==> config.mk <==
export PLATFORM = sky130hd
export DESIGN_NAME = keypad_key_buffer
export DESIGN_NICKNAME = d
export VERILOG_FILES = /design/src/rtl/keypad_pkg.sv /design/src/rtl/keypad_code_fifo.sv /design/src/rtl/keypad_key_buffer.sv
export SDC_FILE = /design/constraint.sdc
export NUM_CORES = 1
export LEC_CHECK = 0
export CAP_MARGIN = 20
export CORE_MARGIN = 1
export CORE_UTILIZATION = 30
export CTS_CLUSTER_DIAMETER = 40
export CTS_CLUSTER_SIZE = 25
export DETAILED_ROUTE_END_ITERATION = 10
export GPL_ROUTABILITY_DRIVEN = 0
export PLACE_DENSITY = 0.52
export SLEW_MARGIN = 40
export SYNTH_ARGS = -nofsm -noshare
export SYNTH_HDL_FRONTEND = slang
export SYNTH_SLANG_ARGS = --single-unit
==> constraint.sdc <==
create_clock -name clock -period 5.6 [get_ports clock]
set_input_delay 1.4 -clock clock [delete_from_list [all_inputs] [get_ports clock]]
set_output_delay 1.4 -clock clock [all_outputs]
set_load 0.05 [all_outputs]
==> src/rtl/keypad_pkg.sv <==
// keypad_pkg
// Shared definitions for the keypad key buffer slice: the key-code width,
// default sizing constants and the press-qualification FSM state type.
package keypad_pkg;

   localparam int KEY_CODE_W            = 4;
   localparam int DEFAULT_DEPTH         = 8;
   localparam int DEFAULT_STABLE_CYCLES = 4;

   typedef enum logic [1:0] {
      ST_IDLE,
      ST_QUALIFY,
      ST_HELD,
      ST_RELEASE
   } press_state_e;

endpackage

==> src/rtl/keypad_code_fifo.sv <==
// keypad_code_fifo
// First-word-fall-through FIFO of key codes with a sticky overflow flag.
// Ports:
//   clock, reset        - rising-edge clock, synchronous active-high reset
//   push_i, push_data_i - write request and the code to store
//   pop_ready_i         - consumer accepts the head entry (pops when non-empty)
//   overflow_clr_i      - clears the sticky overflow flag
//   rd_data_o           - head entry (zero while empty)
//   rd_valid_o          - FIFO non-empty
//   count_o             - occupancy 0..DEPTH
//   full_o              - occupancy equals DEPTH
//   overflow_o          - a push was dropped because the FIFO was full
module keypad_code_fifo
   import keypad_pkg::*;
#(
   parameter int DEPTH = DEFAULT_DEPTH
) (
   input  logic                    clock,
   input  logic                    reset,
   input  logic                    push_i,
   input  logic [KEY_CODE_W-1:0]   push_data_i,
   input  logic                    pop_ready_i,
   input  logic                    overflow_clr_i,
   output logic [KEY_CODE_W-1:0]   rd_data_o,
   output logic                    rd_valid_o,
   output logic [$clog2(DEPTH):0]  count_o,
   output logic                    full_o,
   output logic                    overflow_o
);

   localparam int PTR_W = $clog2(DEPTH);
   localparam int CNT_W = PTR_W + 1;

   logic [KEY_CODE_W-1:0] mem_q [DEPTH];
   logic [PTR_W-1:0]      wr_ptr_q, wr_ptr_d;
   logic [PTR_W-1:0]      rd_ptr_q, rd_ptr_d;
   logic [CNT_W-1:0]      count_q, count_d;
   logic                  overflow_q, overflow_d;

   logic empty;
   logic pop;
   logic pushAccept;
   logic overflowSet;

   // A push into a full FIFO is still accepted when a pop frees the head slot
   // on the same edge; pop is qualified by non-empty so an empty FIFO never pops.
   always_comb begin
      empty       = (count_q == '0);
      full_o      = (count_q == CNT_W'(DEPTH));
      pop         = !empty && pop_ready_i;
      pushAccept  = push_i && (!full_o || pop);
      overflowSet = push_i && full_o && !pop;

      wr_ptr_d   = wr_ptr_q;
      rd_ptr_d   = rd_ptr_q;
      count_d    = count_q;
      overflow_d = overflow_q;

      if (pushAccept) begin
         wr_ptr_d = wr_ptr_q + PTR_W'(1);
      end
      if (pop) begin
         rd_ptr_d = rd_ptr_q + PTR_W'(1);
      end
      if (pushAccept && !pop) begin
         count_d = count_q + CNT_W'(1);
      end else if (!pushAccept && pop) begin
         count_d = count_q - CNT_W'(1);
      end

      // A set event beats a clear arriving on the same edge.
      if (overflowSet) begin
         overflow_d = 1'b1;
      end else if (overflow_clr_i) begin
         overflow_d = 1'b0;
      end
   end

   always_ff @(posedge clock) begin
      if (reset) begin
         for (int i = 0; i < DEPTH; i++) begin
            mem_q[i] <= '0;
         end
         wr_ptr_q   <= '0;
         rd_ptr_q   <= '0;
         count_q    <= '0;
         overflow_q <= 1'b0;
      end else begin
         if (pushAccept) begin
            mem_q[wr_ptr_q] <= push_data_i;
         end
         wr_ptr_q   <= wr_ptr_d;
         rd_ptr_q   <= rd_ptr_d;
         count_q    <= count_d;
         overflow_q <= overflow_d;
      end
   end

   assign rd_valid_o = !empty;
   assign rd_data_o  = empty ? '0 : mem_q[rd_ptr_q];
   assign count_o    = count_q;
   assign overflow_o = overflow_q;

endmodule

==> src/rtl/keypad_key_buffer.sv <==
// keypad_key_buffer
// Turns the keypad scanner's Code/Valid stream into one key event per press
// and queues the events in a first-word-fall-through FIFO.
// Build option: define KEYPAD_DEBOUNCE_EN to qualify presses and releases
// with STABLE_CYCLES consecutive equal samples; otherwise every 0->1 edge of
// a registered copy of Valid pushes the Code sampled on that edge.
// Ports:
//   clock, reset   - rising-edge clock, synchronous active-high reset
//   Code, Valid    - scanner key code and key-detected flag
//   rd_data        - FIFO head code (zero while empty)
//   rd_valid       - FIFO non-empty
//   rd_ready       - consumer accepts the head entry
//   count, full    - FIFO occupancy and full flag
//   overflow       - sticky: a qualified press was dropped while full
//   overflow_clr   - clears overflow
module keypad_key_buffer
   import keypad_pkg::*;
#(
   parameter int DEPTH         = DEFAULT_DEPTH,
   parameter int STABLE_CYCLES = DEFAULT_STABLE_CYCLES
) (
   input  logic                    clock,
   input  logic                    reset,
   input  logic [KEY_CODE_W-1:0]   Code,
   input  logic                    Valid,
   output logic [KEY_CODE_W-1:0]   rd_data,
   output logic                    rd_valid,
   input  logic                    rd_ready,
   output logic [$clog2(DEPTH):0]  count,
   output logic                    full,
   output logic                    overflow,
   input  logic                    overflow_clr
);

   logic                  push;
   logic [KEY_CODE_W-1:0] pushCode;

`ifdef KEYPAD_DEBOUNCE_EN

   localparam int CNT_W = $clog2(STABLE_CYCLES + 1);

   press_state_e          state_q, state_d;
   logic [KEY_CODE_W-1:0] code_q, code_d;
   logic [CNT_W-1:0]      cnt_q, cnt_d;

   // One counter serves both qualification phases: it counts equal Valid=1
   // samples in QUALIFY and consecutive Valid=0 samples in RELEASE. The
   // push fires on the edge whose sample would bring the count to
   // STABLE_CYCLES, so a clean press lands STABLE_CYCLES-1 edges after the
   // first Valid=1 sample.
   always_comb begin
      state_d  = state_q;
      code_d   = code_q;
      cnt_d    = cnt_q;
      push     = 1'b0;
      pushCode = code_q;

      case (state_q)
         ST_IDLE: begin
            if (Valid) begin
               code_d  = Code;
               cnt_d   = CNT_W'(1);
               state_d = ST_QUALIFY;
            end
         end
         ST_QUALIFY: begin
            if (!Valid) begin
               state_d = ST_IDLE;
            end else if (Code != code_q) begin
               code_d = Code;
               cnt_d  = CNT_W'(1);
            end else if (int'(cnt_q) + 1 == STABLE_CYCLES) begin
               push    = 1'b1;
               state_d = ST_HELD;
            end else begin
               cnt_d = cnt_q + CNT_W'(1);
            end
         end
         ST_HELD: begin
            if (!Valid) begin
               cnt_d   = CNT_W'(1);
               state_d = ST_RELEASE;
            end
         end
         ST_RELEASE: begin
            if (Valid) begin
               state_d = ST_HELD;
            end else if (int'(cnt_q) + 1 == STABLE_CYCLES) begin
               state_d = ST_IDLE;
            end else begin
               cnt_d = cnt_q + CNT_W'(1);
            end
         end
         default: begin
            state_d = ST_IDLE;
         end
      endcase
   end

   always_ff @(posedge clock) begin
      if (reset) begin
         state_q <= ST_IDLE;
         code_q  <= '0;
         cnt_q   <= '0;
      end else begin
         state_q <= state_d;
         code_q  <= code_d;
         cnt_q   <= cnt_d;
      end
   end

`else

   logic        valid_q;
   logic [31:0] unusedStableCycles;

   // Without debouncing the only memory is last cycle's Valid; a rising edge
   // of Valid pushes the Code present on that same edge.
   always_comb begin
      push     = Valid && !valid_q;
      pushCode = Code;
   end

   always_ff @(posedge clock) begin
      if (reset) begin
         valid_q <= 1'b0;
      end else begin
         valid_q <= Valid;
      end
   end

   assign unusedStableCycles = STABLE_CYCLES;

`endif

   keypad_code_fifo #(
      .DEPTH (DEPTH)
   ) u_fifo (
      .clock          (clock),
      .reset          (reset),
      .push_i         (push),
      .push_data_i    (pushCode),
      .pop_ready_i    (rd_ready),
      .overflow_clr_i (overflow_clr),
      .rd_data_o      (rd_data),
      .rd_valid_o     (rd_valid),
      .count_o        (count),
      .full_o         (full),
      .overflow_o     (overflow)
   );

endmodule

# Word level (Yosys, flattened, before mapping)
# Memory sizes are Yosys's and may differ from the RTL's. A register that Yosys moved wholly into a read port is not among the register bits.
# Cells that the tools add are included.
# word_totals
reg_bits	12
ramBits	32
input_bits	9
mem_count	1
wordCells	43
# classes
n_addsub	4
n_reduce_logical	17
muxes	15
eq_ne	1
# mem_list
memory	depth	word_bits	rd	rd_ports_with_merged_regs	wr	line	source
u_fifo.mem_q	8	4	1	1	8	keypad_code_fifo.sv:34	logic [KEY_CODE_W-1:0] mem_q [DEPTH];
# ops
op	count
4-bit two-way mux	4
3-bit two-way mux	3
1-bit two-way mux	8
1-bit logical AND	7
3-bit by 1-bit adder with 3-bit output, second input constant	2
1-bit zero test	5
4-bit by 1-bit adder with 4-bit output, second input constant	1
4-bit == test, second input constant	1
4-bit zero test	1
2-bit nonzero test	2
4-bit OR reduction	1
4-bit by 1-bit subtractor with 4-bit output, second input constant	1
1-bit logical OR	1

# Depth between registers and ports, before layout
# Gate-level depths: netlist of run 1.
# logic_depth
ltp_word	10
depth_mapped	10
depth_no_buf	10

# Modules after synthesis
# From an unflattened synthesis of run 1, not the netlist that was laid out.
# hier_totals
cells_unflattened	180
area_unflattened_um2	2180.8
# by_module_without_submodules
module	cells_each	seq_area_each_um2	area_each_um2	instances
keypad_code_fifo	177	1241.2	2133.3	1
keypad_key_buffer	3	20.0	47.5	1

# Least setup slack after synthesis of run 1
# OpenSTA, ideal clock, no wires.
# synth_path
kind	input-to-reg
startpoint	input Valid
endpoint	register u_fifo.count_q[3] (netlist: u_fifo.count_o[3])
n_path_buf	0
path_stages	10
arrival_ns	3.197
setup_slack_ns	2.282
path_cell_list	nor2b_1 > a21bo_4 > inv_4 > ha_1 > inv_1 > ha_1 > a21oi_1 > a211oi_1 > a31oi_1 > mux2_2
# synth_via
elab_chain_len	5
# synth_rtl
element	line	source
from (decl)	keypad_key_buffer.sv:25	input logic Valid,
1-bit logical AND (*)	keypad_key_buffer.sv:120	push = Valid && !valid_q;
1-bit logical AND (*)	keypad_code_fifo.sv:51	pushAccept = push_i && (!full_o || pop);
1-bit zero test	keypad_code_fifo.sv:67	end else if (!pushAccept && pop) begin
1-bit logical AND	keypad_code_fifo.sv:67	
2-bit nonzero test (no line)	n/a	
to (signal assigned)	keypad_code_fifo.sv:94	count_q <= count_d;
to (decl)	keypad_code_fifo.sv:37	logic [CNT_W-1:0] count_q, count_d;
# Every way passes the cells marked *; elsewhere a longest branch is shown, timed or not.
# A chain may end at the register's enable or synchronous reset.

==> metrics.yaml, run 1 <==
ant_nets: 0
drt_iter0_markers: 112
die_height_um: 87.8
wirelength_um: 4420
cp_cell_sequence: "mux4_2, mux2i_1, nor2_1, clkdlybuf4s50_1"
cts_buffers: 5
cts_root_buf: "clkbuf_8"
clock-sinks: 47
drc: 0
fin_nets: 216
path_class: "reg -> out"
drt-wirelength-per-cell_um: 14.8
rows: 30
irDropWorstVdd_mv: 0.244
clkTransAtPathRegs_ns: 0.09
dpl.cell_count: 290
setup_ws_ns: 1.73
core_mm2: 0.00694
r2r_setup_slack_ns: 2.92
clock_path_buffers: 2
holdPathEnd: "u_fifo.overflow_o$_SDFFE_PP0P_"
p_per_area_mw_per_mm2: 440
grt_pass1_vias: 1382
swShare_pct: 34.5
cts_resized: 0
cap_violations: 0
nFillCells: 697
hold_path_startpoint: "u_fifo.overflow_o$_SDFFE_PP0P_"
clkPwrFrac_pct: 25.5
grt-ovfl-total: 0
hold_path_class: "reg -> reg"
diodes: 0
cts_setup_buffers: 0
cp_num_buf_inv: 1
ys_ff_latch: 47
num_vias: 1385
h-tree-depth: 2
track_usage_pct: 12.9
setup_viol: 0
critPathMaxFanout: 8
final_max_slew_viol_count: 0
synth_fp_nets: 198
place_hpwl_um: 3130
via_per_inst: 4.65
syn_area_per_cell_um2: 12.1
worst_slew_pin_slew_ns: 0.523
dp_slack_ns: 1.60
p_int_w: 0.000749
yosysUniqueCellTypes: 33
grt_pass1_wl_um: 7290
period_needed_ns: 3.87
ys_seq_area_share_pct: 57.1
reg2reg_depth: 10
multiInputGateArea_um2: 877
slew_headroom_pct: 65.1
portBuffers: 19
status: "completed"
pin_count: 20
seq_area_mm2: 0.00126
timing.final.crit_share_pct: 69.2
rr_endpoint: "u_fifo.count_o[3]$_SDFFE_PP0P_"
r2r-start: "u_fifo.count_o[0]$_SDFFE_PP0P_"
end_kind: "output pin"
setup-tns-final_ns: 0
grt_start_max_net_pins: 25
die_w_um: 87.8
cts_tree: "built"
yosys_warnings: 0
p_switching_w: 0.000395
start_kind: "register"
dr.pass1.iters: 4
cp.required_ns: 4.20
dieArea_mm2: 0.00770
cts_hold_buf: 0
antenna_found_initial: 0
finalHoldViolCount: 0
stdcell_count: 298
clk-insertion-delay-late_ns: 0.30
fmax_mhz: 258
skew_ns: 0.00441
start_util_pct: 31.8
holdPathStages: 2
syn_area_mm2: 0.00221
combPwrFrac_pct: 33.9
crit_family: "multiplexers"
rsz0062_at_grt: "false"
cp_slowest_stage_delay_ns: 0.71
drive_gt1_share_pct: 14.4
synth_cells: 183
cp.arrival_ns: 2.47
p_leak_nw: 0.925
crit_slowest_cell: "clkdlybuf4s50_1"
seq_power_share_pct: 40.6
area_growth_pct: 17.7
cells in the mapped netlist:
master    number  area (µm²)
inv_2          1        3.75
a31o_2         4        35.0
a31oi_1        1        6.26
a211oi_1       1        7.51
fa_1           1        20.0
xnor2_1        2        17.5
buf_1          1        3.75
xor2_1         3        26.3
a32oi_1        1        8.76
inv_1          3        11.3
mux4_2         8         180
buf_2          1        5.00
a21o_2         3        26.3
a21bo_4        1        16.3
nand2b_1       1        6.26
clkbuf_1       5        18.8
nor4b_4        1        23.8
a21oi_1        6        30.0
mux2i_1        5        50.1
nor4_4         1        21.3
dfxtp_1       15         300
nand2_1       14        52.6
nand3_1        5        25.0
a41o_1         1        10.0
ha_1           5        62.6
and2_1         1        6.26
edfxtp_1      32         961
mux2_2         1        11.3
nor2_1        50         188
a31o_1         1        8.76
inv_4          1        6.26
buf_12         1        20.0
nor2b_1        6        37.5
kinds of logic after synthesis:
group / share of synthesized area (%)
XOR/XNOR: 1.98
buffers and inverters: 3.12
multiplexers: 10.9
AND/OR/NAND/NOR: 16.3
flip-flops: 57.1
AO/OA/AOI/OAI: 6.75
adder cells (fa/ha/maj): 3.74
worst register-to-register path, stage by stage (launching register included):
cell and delay [ns]:
dfxtp_1 0.42, nor4_4 0.51, inv_2 0.11, nand2_1 0.15, ha_1 0.19, inv_1 0.09, ha_1 0.32, a21oi_1 0.18
a211oi_1 0.09, a31oi_1 0.16, mux2_2 0.35
power groups by stage:
stage          sequential [W]  combinational, W  clock, W
3_3_place_gp         0.000476          0.000390         0
3_5_place_dp         0.000475          0.000391         0
5_1_grt              0.000475          0.000419  0.000307
6_report             0.000464          0.000387  0.000292
2_1_floorplan        0.000477          0.000282         0
4_1_cts              0.000467          0.000393  0.000296
sequential cells by signal (all words and copies together), names as in the netlist, named ones only:
name,cells
u_fifo.overflow_o,1
u_fifo.rd_ptr_q,3
u_fifo.count_o,4
u_fifo.wr_ptr_q,3
u_fifo.mem_q,32
valid_q,1
worst max path at each step:
stage | to | cells after the start
global route | rd_data[1] | 4
floorplan | u_fifo.count_o[3]$_SDFFE_PP0P_ | 10
finish | rd_data[2] | 4
global placement | u_fifo.count_o[3]$_SDFFE_PP0P_ | 11
CTS | rd_data[1] | 4
detailed placement | u_fifo.count_o[3]$_SDFFE_PP0P_ | 11
routing by layer:
layer	vias up	wire length, µm	GRT usage, %
li1	681	-	-
met1	659	2180	18.8
met2	38	2000	19.3
met3	7	170	2.45
met4	0	67	4.47
met5	-	0	0
area by class of cell:
| cell class | instances | area share, % |
|---|---|---|
| clock inverter | 2 | 2.31 |
| multi-input combinational | 123 | 33.8 |
| sequential | 47 | 48.6 |
| tap | 96 | 4.62 |
| inverter | 5 | 0.819 |
| timing repair buffer | 19 | 7.13 |
| clock buffer | 6 | 2.79 |
cells in the final DEF (no fill, tap or decap), types with 2 or more instances in the layout:
cell,instances
nor2_1,50
edfxtp_1,32
clkdlybuf4s50_1,18
dfxtp_1,15
nand2_1,14
mux4_2,8
nor2b_1,6
a21oi_1,6
mux2i_1,5
nand3_1,5
ha_1,5
clkbuf_8,5
a31o_2,4
inv_1,3
a21o_2,3
xor2_1,3
xnor2_1,2
bufinv_16,2
stage by stage:
| step | cell area, µm² | hold WS [ns] | util (%) | total power, W |
|---|---|---|---|---|
| final | 2600 | 0.505 | 37.4 | 0.00114 |
| after detailed placement | 2470 | 0.485 | 35.6 | 0.000866 |
| after global routing | 2600 | 0.541 | 37.4 | 0.00120 |
| after global placement | 2470 | 0.482 | 35.6 | 0.000866 |
| after CTS | 2600 | 0.514 | 37.5 | 0.00116 |
| after floorplan | 2210 | 0.454 | - | 0.000758 |
No activity file was read; power rests on OpenSTA's default activity.
==> inputs of run 2 (changes only) <==
PLACE_DENSITY = 0.54   (was 0.52)
clock period = 3.45 ns   (was 5.6 ns; I/O delays follow)
==> run 2 against run 1 <==
Compared with the run above:
- count of clock-buffer cells in the layout stayed put
- clock power is 61% higher
- non-clock buffer count is 4 higher
- worst setup slack worse by 1.4 ns
- clock skew is 0.00057 ns higher
- routed wire length is 0.25% higher
- largest cell class unchanged
==> metrics.yaml, run 2 (synthesis results as in run 1) <==
status: "completed"
dp_slack_ns: 0.0978  # -1.50 ns
critPathMaxFanout: 8  # unchanged
drc: 0  # unchanged
start_kind: "register"
cts_tree: "built"
die_w_um: 87.8  # unchanged
combPwrFrac_pct: 35.6  # +1.7 points
final_common_cell: "nor2_1"
cp.required_ns: 2.59  # -1.61 ns
r2r-start: "u_fifo.count_o[0]$_SDFFE_PP0P_"
end_kind: "output pin"
dr.pass1.iters: 4  # unchanged
drt_iter0_markers: 80  # -29%
path_class: "reg -> out"
cts_buffers: 5  # unchanged
ant_nets: 0  # unchanged
antenna_found_initial: 0  # unchanged
final_max_slew_viol_count: 0  # unchanged
final_cell_mix: "nor2_1 (50), edfxtp_1 (32), clkdlybuf4s50_1 (19)"
start_util_pct: 31.8  # unchanged
num_vias: 1373  # -0.87%
grt_pass1_wl_um: 7430  # +1.9%
cp_slowest_stage_delay_ns: 0.71  # about the same
drive_gt1_share_pct: 15.5  # +1.2 points
clk-insertion-delay-late_ns: 0.30  # about the same
pin_count: 20  # unchanged
nFillCells: 695  # -0.29%
rsz0062_at_grt: "false"
finalHoldViolCount: 0  # unchanged
rr_endpoint: "u_fifo.count_o[3]$_SDFFE_PP0P_"
holdPathEnd: "u_fifo.rd_ptr_q[1]$_SDFFE_PP0N_"
cap_violations: 0  # unchanged
cts_hold_buf: 0  # unchanged
r2r_setup_slack_ns: 0.70  # -2.22 ns
timing.final.crit_share_pct: 91.2
cp.arrival_ns: 2.29  # -0.18 ns
grt-ovfl-total: 0  # unchanged
hold_path_startpoint: "u_fifo.rd_ptr_q[1]$_SDFFE_PP0N_"
wirelength_um: 4430  # +0.25%
worst_slew_pin_slew_ns: 0.508  # -0.0151 ns
grt_pass1_vias: 1427  # +3.3%
crit_family: "buffers and inverters"
setup_viol: 0  # unchanged
clock_path_buffers: 2  # unchanged
core_mm2: 0.00694  # unchanged
skew_ns: 0.00498  # +0.000570 ns
clkTransAtPathRegs_ns: 0.08  # about the same
clock-sinks: 47  # unchanged
seq_power_share_pct: 39.2  # -1.4 points
period_needed_ns: 3.15
p_leak_nw: 0.945  # +2.2%
track_usage_pct: 13.3  # +0.35 points
die_height_um: 87.8  # unchanged
diodes: 0  # unchanged
dieArea_mm2: 0.00770  # unchanged
p_per_area_mw_per_mm2: 709  # +61%
largest_register: "u_fifo.mem_q"
crit_slowest_cell: "clkdlybuf4s50_1"
clkPwrFrac_pct: 25.2  # -0.3 points
cp_cell_sequence: "buf_4, mux4_2, mux2i_1, nor2_1, clkdlybuf4s50_1"
via_per_inst: 4.55  # -2.2%
reg2reg_depth: 10  # unchanged
fmax_mhz: 318
fin_nets: 220  # +1.9%
cts_setup_buffers: 0  # unchanged
setup-tns-final_ns: 0  # unchanged
rows: 30  # unchanged
largest_register_ffs: 32  # unchanged
cts_root_buf: "clkbuf_8"
portBuffers: 19  # unchanged
h-tree-depth: 2  # unchanged
p_switching_w: 0.000641  # +62%
area_growth_pct: 19.3
cts_resized: 0  # unchanged
grt_start_max_net_pins: 24  # -4.0%
cp_num_buf_inv: 2  # +1
holdPathStages: 2  # unchanged
place_hpwl_um: 3190  # +1.9%
hold_path_class: "reg -> reg"
irDropWorstVdd_mv: 0.415  # +70%
setup_ws_ns: 0.302  # -1.42 ns
drt-wirelength-per-cell_um: 14.7  # -1.1%
p_int_w: 0.00123  # +64%
swShare_pct: 34.3  # -0.23 points
slew_headroom_pct: 66.0  # +0.95 points
## run 2: layout make-up
type	count	area (µm²)	area share [%]
flip-flops and latches	47	1260	47.9
multi-input cells	123	877	33.3
repair buffers	23	220	8.37
well taps	96	120	4.56
clock buffers	6	72.6	2.76
clock inverters	2	60.1	2.28
inverters	5	21.3	0.808
## run 2: stage by stage
step                utilization (%)  hold WS (ns)  std cells  total power, W  cell area, µm²
finish                         37.9         0.497        302         0.00187            2630
global route                   37.9         0.553        302         0.00197            2630
CTS                            37.9         0.494        302         0.00189            2630
detailed placement             36.0         0.479        294         0.00142            2500
global placement               36.0         0.482        294         0.00141            2500
floorplan                         -         0.454        183         0.00123            2210
## run 2: how the worst max path moves through the flow
stage / endpoint / slack (ns) / depth (start not counted)
6_report: rd_data[1] / 0.30 / 5
5_1_grt: rd_data[2] / 0.15 / 5
4_1_cts: rd_data[1] / 0.25 / 5
3_5_place_dp: u_fifo.count_o[3]$_SDFFE_PP0P_ / 0.1 / 11
3_3_place_gp: u_fifo.count_o[3]$_SDFFE_PP0P_ / 0.17 / 11
2_1_floorplan: u_fifo.count_o[3]$_SDFFE_PP0P_ / 0.25 / 10
## run 2: metal layers
layer	up-vias	part of all wire (%)	track usage, %
li1	695	-	-
met1	642	48	17.5
met2	32	46	20.6
met3	4	4.1	3.39
met4	0	1.3	5.96
met5	-	0	0
## run 2: power by group through the flow
stage	registers, W	clock network [W]	logic [W]
2_1_floorplan	0.000774	0	0.000457
3_3_place_gp	0.000743	0	0.000669
3_5_place_dp	0.000747	0	0.000673
4_1_cts	0.000734	0.000482	0.000677
5_1_grt	0.000744	0.000506	0.000721
6_report	0.000732	0.000471	0.000665
## run 2: worst register-to-register path: cells and delay by family (launching register included)
| family | cells | cell delay (ns) |
|---|---|---|
| AO/OA/AOI/OAI | 3 | 0.48 |
| adder cells (fa/ha/maj) | 2 | 0.51 |
| buffers and inverters | 2 | 0.19 |
| flip-flops | 1 | 0.44 |
| multiplexers | 1 | 0.35 |
| AND/OR/NAND/NOR | 2 | 0.67 |
==> inputs of run 3 (changes only) <==
CORE_UTILIZATION = 40   (was 30)
PLACE_DENSITY = 0.66   (was 0.54)
==> run 3 against run 2 <==
Compared with the run above:
- clock power decreased by 31%
- first-iteration DRC count increased by 15%
- worst hold slack improved by 0.0045 ns
- die area shrank 24%
- clock skew up 0.0012 ns
- worst setup slack got worse by 0.17 ns
- total power is 8.9% lower
- flip-flop and latch count unchanged
- critical endpoint is now rd_data[2]
- largest cell class unchanged
- highest routed layer unchanged
==> metrics.yaml, run 3 (synthesis results as in run 1) <==
irDropWorstVdd_mv: 0.432  # +3.9%
swShare_pct: 37.0  # +2.7 points
slew_headroom_pct: 65.5  # -0.49 points
via_per_inst: 4.95  # +8.9%
p_switching_w: 0.000630  # -1.7%
crit_slowest_cell: "clkdlybuf4s50_1"
drc: 0  # unchanged
seq_area_mm2: 0.00126  # unchanged
fmax_mhz: 302  # -5.0%
drt_iter0_markers: 92  # +15%
hold_path_startpoint: "u_fifo.rd_ptr_q[1]$_SDFFE_PP0N_"
skew_ns: 0.00616  # +0.00117 ns
cts_buffers: 5  # unchanged
clk-insertion-delay-late_ns: 0.30  # about the same
hold_path_class: "reg -> reg"
start_util_pct: 42.4  # +11 points
multiInputGateArea_um2: 877  # unchanged
cts_hold_buf: 0  # unchanged
largest_register: "u_fifo.mem_q"
grt_pass1_wl_um: 6560  # -12%
cp_slowest_stage_delay_ns: 0.71  # about the same
final_cell_mix: "nor2_1 (50), edfxtp_1 (32), clkdlybuf4s50_1 (19)"
cts_setup_buffers: 0  # unchanged
critPathMaxFanout: 8  # unchanged
p_leak_nw: 0.916  # -3.1%
cts_tree: "built"
path_class: "reg -> out"
diodes: 0  # unchanged
dr.pass1.iters: 4  # unchanged
setup_viol: 0  # unchanged
grt_start_max_net_pins: 25  # +4.2%
fin_nets: 219  # -0.45%
cap_violations: 0  # unchanged
cts_root_buf: "clkbuf_8"
rsz0062_at_grt: "false"
clkTransAtPathRegs_ns: 0.08  # about the same
rr_endpoint: "u_fifo.count_o[3]$_SDFFE_PP0P_"
portBuffers: 19  # unchanged
holdPathStages: 2  # unchanged
wirelength_um: 4050  # -8.5%
cp.required_ns: 2.59  # about the same
start_kind: "register"
p_per_area_mw_per_mm2: 667  # -5.9%
ant_nets: 0  # unchanged
antenna_found_initial: 0  # unchanged
cts_resized: 0  # unchanged
core_mm2: 0.00520  # -25%
worst_slew_pin_slew_ns: 0.516  # +0.00822 ns
grt_pass1_vias: 1301  # -8.8%
grt-ovfl-total: 0  # unchanged
track_usage_pct: 14.8  # +1.5 points
setup-tns-final_ns: 0  # unchanged
num_vias: 1362  # -0.80%
p_int_w: 0.00107  # -13%
timing.final.crit_share_pct: 96.1  # +4.8 points
rows: 26  # -13%
finalHoldViolCount: 0  # unchanged
h-tree-depth: 2  # unchanged
final_max_slew_viol_count: 0  # unchanged
seq_power_share_pct: 44.3  # +5.1 points
period_needed_ns: 3.31  # +0.167 ns
cp.arrival_ns: 2.45  # +0.16 ns
clkPwrFrac_pct: 19.0  # -6.2 points
status: "completed"
total_power_w: 0.00170  # -8.9%
area_growth_pct: 15.5
end_kind: "output pin"
cp_cell_sequence: "mux4_2, mux2i_1, nor2_1, clkdlybuf4s50_1"
crit_family: "multiplexers"
die_w_um: 76.3  # -13%
die_height_um: 76.3  # -13%
pin_count: 20  # unchanged
combPwrFrac_pct: 36.7  # +1.1 points
place_hpwl_um: 2990  # -6.5%
dieArea_mm2: 0.00582  # -24%
clock_path_buffers: 2  # unchanged
reg2reg_depth: 10  # unchanged
drt-wirelength-per-cell_um: 14.7  # +0.47%
cp_num_buf_inv: 1  # -1
drive_gt1_share_pct: 15.1  # -0.41 points
clock-sinks: 47  # unchanged
r2r_setup_slack_ns: 0.77  # +0.07 ns
nFillCells: 484  # -30%
final_common_cell: "nor2_1"
r2r-start: "u_fifo.count_o[0]$_SDFFE_PP0P_"
largest_register_ffs: 32  # unchanged
run 3: power by group through the flow:
stage	logic (W)	clock network, W	registers [W]
after floorplan	0.000457	0	0.000774
after global placement	0.000624	0	0.000768
after detailed placement	0.000627	0	0.000769
after CTS	0.000629	0.000334	0.000757
after global routing	0.000667	0.000363	0.000768
final	0.000625	0.000323	0.000753
run 3: area by class of cell:
cell class,instances,area share [%]
tap,70,3.44
clock inverter,3,0.785
timing repair buffer,22,8.35
sequential,47,49.5
inverter,5,0.835
multi-input combinational,123,34.4
clock buffer,5,2.70
run 3: worst register-to-register path: stages (launching register included):
cell      delay, ns
dfxtp_1        0.43
nor4_4         0.50
inv_2          0.09
nand2_1        0.14
ha_1           0.19
inv_1          0.10
ha_1           0.34
a21oi_1        0.19
a211oi_1       0.10
a31oi_1        0.16
mux2_2         0.35
run 3: routing by layer:
layer | routed length, µm | part of all wire (%) | global-route usage, % | vias to the layer above
li1 | - | - | - | 686
met1 | 1940 | 48 | 20.2 | 638
met2 | 1890 | 47 | 23.1 | 33
met3 | 163 | 4.0 | 3.35 | 5
met4 | 53 | 1.3 | 5.19 | 0
met5 | 0 | 0 | 0 | -
run 3: worst max-delay path by stage:
stage                                           endpoint  slack [ns]  depth (start not counted)                           start
after global placement    u_fifo.count_o[3]$_SDFFE_PP0P_        0.21                         11                           Valid
after detailed placement  u_fifo.count_o[3]$_SDFFE_PP0P_        0.15                         11                           Valid
after floorplan           u_fifo.count_o[3]$_SDFFE_PP0P_        0.25                         10  u_fifo.count_o[3]$_SDFFE_PP0P_
after global routing                          rd_data[0]       0.006                          4                        register
after CTS                                     rd_data[2]        0.09                          4                        register
final                                         rd_data[2]        0.14                          4                        register
run 3: stage by stage:
| stage | setup WS [ns] | instance area [µm²] | util [%] | hold WS [ns] | instances |
|---|---|---|---|---|---|
| after CTS | 0.0940 | 2550 | 49.0 | 0.505 | 275 |
| after global placement | 0.206 | 2460 | 47.3 | 0.475 | 267 |
| after floorplan | 0.248 | 2210 | - | 0.454 | 183 |
| after detailed placement | 0.147 | 2460 | 47.3 | 0.483 | 267 |
| after global routing | 0.00605 | 2550 | 49.0 | 0.530 | 275 |
| final | 0.136 | 2550 | 49.0 | 0.502 | 275 |
